File: config.mk
export PLATFORM = sky130hd
export DESIGN_NAME = gyro_frame_rx
export DESIGN_NICKNAME = d
export VERILOG_FILES = /design/src/rtl/gyro_frame_rx.sv
export SDC_FILE = /design/constraint.sdc
export NUM_CORES = 1
export LEC_CHECK = 0
export ABC_AREA = 1
export BUFFER_PORTS_ARGS = -buffer_cell sky130_fd_sc_hd__clkbuf_2
export CORE_ASPECT_RATIO = 0.6
export CORE_MARGIN = 10
export CORE_UTILIZATION = 45
export CTS_BUF_LIST = sky130_fd_sc_hd__clkbuf_8
export DETAILED_ROUTE_END_ITERATION = 8
export GPL_TIMING_DRIVEN = 0
export HOLD_SLACK_MARGIN = 0.02
export PLACE_DENSITY = 0.6
export SYNTH_ARGS = -nofsm -noshare
export SYNTH_HDL_FRONTEND = slang
export SYNTH_SLANG_ARGS = --single-unit
File: constraint.sdc
create_clock -name GCLK -period 6.4 [get_ports GCLK]
set_clock_uncertainty 0.15 [all_clocks]
set_input_delay 0.64 -clock GCLK [delete_from_list [all_inputs] [get_ports GCLK]]
set_output_delay 0.64 -clock GCLK [all_outputs]
set_load 0.05 [all_outputs]
File: src/rtl/gyro_frame_rx.sv
// gyro_frame_rx: UART 8N1 byte receiver with 8-byte gyro frame decoder (x, y, z words + 0x55 0x55 trailer)
module gyro_frame_rx #(
    parameter int CLKS_PER_BIT = 868
) (
    input  logic        GCLK,
    input  logic        RST,
    input  logic        rxIN,
    output logic [7:0]  byte_data_out,
    output logic        byte_valid_out,
    output logic        framing_err_out,
    output logic [15:0] x_axis_out,
    output logic [15:0] y_axis_out,
    output logic [15:0] z_axis_out,
    output logic        frame_valid_out
);
    localparam logic [15:0] HALF_M1 = 16'(CLKS_PER_BIT / 2 - 1);
    localparam logic [15:0] FULL_M1 = 16'(CLKS_PER_BIT - 1);

    typedef enum logic [2:0] {IDLE, START, DATA, STOP, WAIT_IDLE} state_t;

    state_t      state_q, state_d;
    logic [1:0]  sync_q;
    logic [15:0] timer_q, timer_d;
    logic [2:0]  bit_q, bit_d;
    logic [7:0]  shift_q, shift_d;
    logic [7:0]  byte_q, byte_d;
    logic        bvalid_q, bvalid_d;
    logic        ferr_q, ferr_d;
    logic [63:0] hist_q, hist_d;
    logic [3:0]  cnt_q, cnt_d;
    logic [15:0] x_q, x_d, y_q, y_d, z_q, z_d;
    logic        fvalid_q, fvalid_d;
    logic        rxs;
    logic [63:0] hist_sh;
    logic        match;

    assign rxs     = sync_q[1];
    assign hist_sh = {byte_q, hist_q[63:8]};
    // the completing byte becomes h[7] and the current h[7] becomes h[6]
    assign match   = (cnt_q >= 4'd7) && (hist_q[63:56] == 8'h55) && (byte_q == 8'h55);

    // bit-level receive FSM: mid-bit sampling timed from the start-bit falling edge
    always_comb begin
        state_d  = state_q;
        timer_d  = timer_q + 16'd1;
        bit_d    = bit_q;
        shift_d  = shift_q;
        byte_d   = byte_q;
        bvalid_d = 1'b0;
        ferr_d   = 1'b0;
        case (state_q)
            IDLE: begin
                timer_d = '0;
                if (!rxs) state_d = START;
            end
            START: if (timer_q == HALF_M1) begin
                timer_d = '0;
                bit_d   = '0;
                state_d = rxs ? IDLE : DATA;
            end
            DATA: if (timer_q == FULL_M1) begin
                timer_d = '0;
                shift_d = {rxs, shift_q[7:1]};
                bit_d   = bit_q + 3'd1;
                if (bit_q == 3'd7) state_d = STOP;
            end
            STOP: if (timer_q == FULL_M1) begin
                timer_d  = '0;
                byte_d   = rxs ? shift_q : byte_q;
                bvalid_d = rxs;
                ferr_d   = !rxs;
                state_d  = rxs ? IDLE : WAIT_IDLE;
            end
            WAIT_IDLE: begin
                timer_d = '0;
                if (rxs) state_d = IDLE;
            end
            default: state_d = IDLE;
        endcase
    end

    // frame layer: slide history on each byte, match on a full window ending in 0x55 0x55
    always_comb begin
        hist_d   = hist_q;
        cnt_d    = cnt_q;
        x_d      = x_q;
        y_d      = y_q;
        z_d      = z_q;
        fvalid_d = 1'b0;
        if (bvalid_q) begin
            hist_d   = hist_sh;
            cnt_d    = match ? 4'd0 : (cnt_q == 4'd8 ? 4'd8 : cnt_q + 4'd1);
            fvalid_d = match;
            x_d      = match ? hist_sh[15:0]  : x_q;
            y_d      = match ? hist_sh[31:16] : y_q;
            z_d      = match ? hist_sh[47:32] : z_q;
        end else if (ferr_q) begin
            cnt_d = '0;
        end
    end

    // state registers, synchronizer held high in reset so no false start follows release
    always_ff @(posedge GCLK or posedge RST) begin
        if (RST) begin
            sync_q   <= 2'b11;
            state_q  <= IDLE;
            timer_q  <= '0;
            bit_q    <= '0;
            shift_q  <= '0;
            byte_q   <= '0;
            bvalid_q <= 1'b0;
            ferr_q   <= 1'b0;
            hist_q   <= '0;
            cnt_q    <= '0;
            x_q      <= '0;
            y_q      <= '0;
            z_q      <= '0;
            fvalid_q <= 1'b0;
        end else begin
            sync_q   <= {sync_q[0], rxIN};
            state_q  <= state_d;
            timer_q  <= timer_d;
            bit_q    <= bit_d;
            shift_q  <= shift_d;
            byte_q   <= byte_d;
            bvalid_q <= bvalid_d;
            ferr_q   <= ferr_d;
            hist_q   <= hist_d;
            cnt_q    <= cnt_d;
            x_q      <= x_d;
            y_q      <= y_d;
            z_q      <= z_d;
            fvalid_q <= fvalid_d;
        end
    end

    assign byte_data_out   = byte_q;
    assign byte_valid_out  = bvalid_q;
    assign framing_err_out = ferr_q;
    assign x_axis_out      = x_q;
    assign y_axis_out      = y_q;
    assign z_axis_out      = z_q;
    assign frame_valid_out = fvalid_q;
endmodule

# Word-level counts from Yosys, hierarchy flattened
# Index checks and enable logic that the tools add are counted.
[totals]
wordCells = 71
register_bits = 159
[classes]
n_lt_le_gt_ge = 1
n_reduce_logical = 13
addsub = 3
mux = 24
eq_ne = 16
[op_table]
columns = ["op", "count"]
rows = [
  ["case mux 16 bit (3 select lines)", 1],
  ["2-to-1 mux 16 bit", 2],
  ["2-to-1 mux 3 bit", 9],
  ["adder 16 x 1 -> 16 bit, second input constant", 1],
  ["equality test 16 x 10 -> 1 bit, second input constant", 1],
  ["equality test 16 x 9 -> 1 bit, second input constant", 1],
  ["equality test 8 x 7 -> 1 bit, second input constant", 2],
  ["2-to-1 mux 4 bit", 4],
  ["case mux 3 bit (5 select lines)", 1],
  ["!= test 2 bit, second input constant", 6],
  ["equality test 3 x 2 -> 1 bit, second input constant", 2],
  ["equality test 3 bit, second input constant", 2],
  ["case mux 3 bit (2 select lines)", 1],
  ["AND reduction 3 bit", 2],
  ["AND reduction 6 bit", 1],
  ["2-to-1 mux 1 bit", 5],
  ["adder 4 x 1 -> 4 bit, second input constant", 1],
  ["equality test 4 bit, second input constant", 1],
  [">= comparator 4 x 3 -> 1 bit, second input constant", 1],
  ["AND reduction 2 bit", 2],
  ["nonzero test 2 bit", 2],
  ["OR reduction 2 bit", 2],
  ["adder 3 x 1 -> 3 bit, second input constant", 1],
  ["equality test 3 x 1 -> 1 bit, second input constant", 1],
  ["other kinds (4)", 5],
]

# Longest topological paths before layout
[logic_depth]
word_depth = 5
depth_mapped = 11

# Worst setup path before layout
# No wires, ideal clock.
[synth_timing]
kind = "flip-flop to flip-flop"
start = "register byte_q[5], in the netlist byte_data_out[5]"
end = "register y_q[0], in the netlist y_axis_out[0]"
synth_period_minus_slack_ns = 1.806
required_ns = 6.130
t_arrival_ns = 1.536
path_buffers = 2
stages_incl_launch_ff = 9
setup_time_ns = 0.120
slack_ns = 4.594
cell_sequence = "dfrtp_1 -> nor2_1 -> nand3_1 -> nor3_1 -> nand3_1 -> buf_6 -> buf_6 -> nand2_1 -> o21ai_2"
[synth_between]
elab_chain_cells = 3
[synth_rtl]
columns = ["element", "line", "text"]
rows = [
  ["from (decl)", "26", "logic [7:0] byte_q, byte_d;"],
  ["from (signal assigned)", "125", "byte_q <= byte_d;"],
  ["equality test 8 x 7 -> 1 bit", "40", "assign match = (cnt_q >= 4'd7) && (hist_q[63:56] == 8'h55) && (byte_q == 8'h55);"],
  ["logical AND 1 bit", "40", ""],
  ["AND reduction 2 bit (no source line)", "-", ""],
  ["to (signal assigned)", "131", "y_q <= y_d;"],
  ["to (decl)", "31", "logic [15:0] x_q, x_d, y_q, y_d, z_q, z_d;"],
]
# No other way between the ends.
# A chain may end at the register's enable or synchronous reset.

# Worst setup path in the final report
[layout_timing]
start = "register bvalid_q, in the netlist byte_valid_out"
end = "output byte_valid_out"
[layout_rtl]
columns = ["element", "line", "text"]
rows = [
  ["from (decl)", "27", "logic bvalid_q, bvalid_d;"],
  ["from (signal assigned)", "126", "bvalid_q <= bvalid_d;"],
  ["to (decl)", "9", "output logic byte_valid_out,"],
]
# No word-level cell between the ends.

==> out/metrics.cfg <==
[cts]
tritoncts=yes
root_buffer=clkbuf_8
post-cts-setup-buffer-count=0
cts.reportedPaths.clkPinSlew_ns=0.09
inserted_clock_buffers=17
postCtsHoldBufs=0
cts-htree-levels=4
cts.repair.resized=0
cts.path.max_buffers=2
insertion_delay_ns=0.45
clock-sinks=151

[sta]
postLayoutSetupSlackWorst_ns=4.303
fmaxAchievable_ghz=0.4769
final_hold_viol_count=0
finalCriticalPeriod_ns=2.097
period_share_pct=32.76
setup_violations=0
fin_worst_hold_slack_ns=0.1261
finalMaxSlewViolations=0
relative_slew_margins_pct=58.17
worst-slew-pin-transition_ns=0.6274
grt_setup_unrepaired=false
fin_tns_setup_ns=0

[finish]
drive_gt1_share_pct=21.23
nets=778
fin_area_um2=7463
antenna_cells=0
fillerInstances=1242
layout-area-overhead-vs-synth_pct=15.87
sequential_cell_area_um2=3781
multiInputGateArea_um2=2181
final_cells=974

[synth]
post_synth_mux_area_share_pct=0
ys_warn_count=0
synthArstFlopShare_pct=100.0
post_synthesis_net_count=697
syn_avg_cell_area_um2=9.362
post_synth_xor_area_fraction_pct=1.088
post-synth-top-area-fraction_pct=57.89
ys.flop_type=dfrtp_1
seq_area_frac_synth_pct=58.70
post_synth_inst_count=688
edff_count_synth=0
synth_adder_area_share_pct=1.166
synth_top_family_by_area=simple AND/OR/NAND/NOR gates
synth_top_area_cell=dfrtp_1
synth_area_leaders=dfrtp_1, nand2_1, o21ai_0, o21ai_2, inv_1
syn-cell-area_um2=6441
synth.distinct_cells=38
postSynthRegisterBits=151
post_synth_and_or_nand_nor_area_fraction_pct=18.69
compound_cell_area_share_of_the_yosys_netlist_pct=12.92

[hold_path]
classification_of_the_worst_slack_hold_path=input pin to asynchronous set/reset pin

[floorplanning]
chipHeight_um=112.7
floorplan.rows=33
design.core.area_um2=13830
floorplan.initialDensity_pct=46.57
chipWidth_um=174.5
dieArea_um2=19660
top_level_ports=62

[pwr]
worst_ir_drop_vdd_uv=127.8
pwr_density_cell_nw_per_um2=239.7
p_leak_nw=3.598

[critical_path]
critPathCaptureType=output port
worstPathMaxFanout=7
crit_chain=clkbuf_2
timing.critical_path.buf_inv=1
crit_required_ns=5.61
worst_path_max_delay_cell=dfrtp_1
cells_on_worst_reg2reg_path=10
cpPeakStageDelay_ns=0.52
crit_arrival_ns=1.31
crit_type=register to output port
critical_path.startpoint_type=register
timing.critical_path.depth=1
timing.critical_path.max_delay_family=flip-flops

[route]
drt-total-wl_um=14940
via_to_cell_ratio=4.938
drt_iter0_markers=310
drtAntennaViolNets=0
vias=4810
drt_first_pass_iters=4
drt-wirelength-per-cell_um=15.33
drcViolationCount=0

[placement]
dp_worst_setup_slack_ns=4.550
postPlaceCellArea_um2=7019
number_of_placed_instances_with_taps_included=942
hpwl_um=11050
gp_routability_congestion=0.8469
place.port_buffers=61

[grt]
grt_usage_pct=15.67
grtUsageMet1_pct=21.95
grt_max_degree=83
first_pass_grt_wire_length_um=25410
globalRoute.totalOverflow=0
grt_util_met3_pct=4.150
number_of_global_route_vias_before_repair=4937
globalRoute.busiestLayer=met2
initial_antenna_violation_count=0
grtUsageMet2_pct=23.50

[run_status]
outcome=finished clean

[flow_run]
maxCapViolations=0

## logic make-up after synthesis
group,count (synthesis)
flops,151
compound gates,134
simple gates,281
buf+inv,108
fa+ha+maj,6
xor+xnor,8
## synthesized netlist by cell type, types with 5 or more instances
cell,n
nand2_1,196
dfrtp_1,149
o21ai_0,79
inv_1,76
o21ai_2,36
nor2_1,30
nand3_1,22
clkbuf_1,10
nand4_1,10
a31oi_1,8
buf_6,8
ha_1,6
nand2_2,5
xor2_1,5
## sequential cells by signal (all words and copies together), names as in the netlist
| register | cells |
|---|---|
| timer_q | 16 |
| z_axis_out | 16 |
| cnt_q | 4 |
| framing_err_out | 1 |
| sync_q | 2 |
| state_q | 3 |
| byte_valid_out | 1 |
| y_axis_out | 16 |
| bit_q | 3 |
| byte_data_out | 8 |
| frame_valid_out | 1 |
| x_axis_out | 16 |
| hist_q | 56 |
| shift_q | 8 |
## power breakdown
group / total, mW / internal, mW / leakage, nW / switching, mW
clock network: 0.813 / 0.405 / 0.225 / 0.408
logic: 0.0209 / 0.00248 / 1.28 / 0.0185
registers: 0.955 / 0.954 / 2.09 / 0.000613
total: 1.79 / 1.36 / 3.60 / 0.427
## final cells by class
cell class                      count  share of cell area, %
Sequential cell                   151                  50.66
Multi-Input combinational cell    429                  29.22
Clock inverter                     15                  2.816
Timing Repair Buffer               62                  4.459
Clock buffer                       17                  3.135
Buffer                             26                  2.297
Inverter                           82                  4.191
Tap cell                          192                  3.219
## per-layer routing
layer  wire length, µm  up-vias
met1              7549     2326
met5                 0        -
met3               772       14
met2              6467       96
met4               145        0
li1                  -     2374
## metrics by stage
step / utilization (%) / total power, mW
after floorplan: - / 0.9881
after CTS: 53.96 / 1.804
after global placement: 50.51 / 0.9937
after global routing: 53.96 / 1.850
after detailed placement: 50.75 / 0.9968
final: 53.96 / 1.789
## placed cells by master, fill, tap and decap left out, types with 3 or more instances in the layout
cell type  count
a31oi_1        8
buf_1          3
buf_4          3
buf_6          8
bufinv_16      3
clkbuf_1      10
clkbuf_2      61
clkbuf_8      17
clkinv_1       3
clkinv_4       3
dfrtp_1      149
ha_1           6
inv_1         75
inv_2          3
inv_6          6
inv_8          3
nand2_1      196
nand2_2        5
nand3_1       22
nand3b_1       4
nand4_1       10
nor2_1        30
nor2_2         3
nor3_1         3
o21ai_0       79
o21ai_1        3
o21ai_2       36
xnor2_1        3
xor2_1         5
## final timing paths
path	endpoint	slack, ns	start
setup reg to reg	y_axis_out[10]	4.51	cnt_q[1]
min in group GCLK	sync_q[0]	0.13	rxIN
hold reg to reg	sync_q[1]	0.21	sync_q[0]
setup / recovery	byte_valid_out	4.30	byte_valid_out
max in group asynchronous	sync_q[0]	5.12	RST
hold / removal	hist_q[35]	0.13	RST
(Power assumes the default switching activity.)
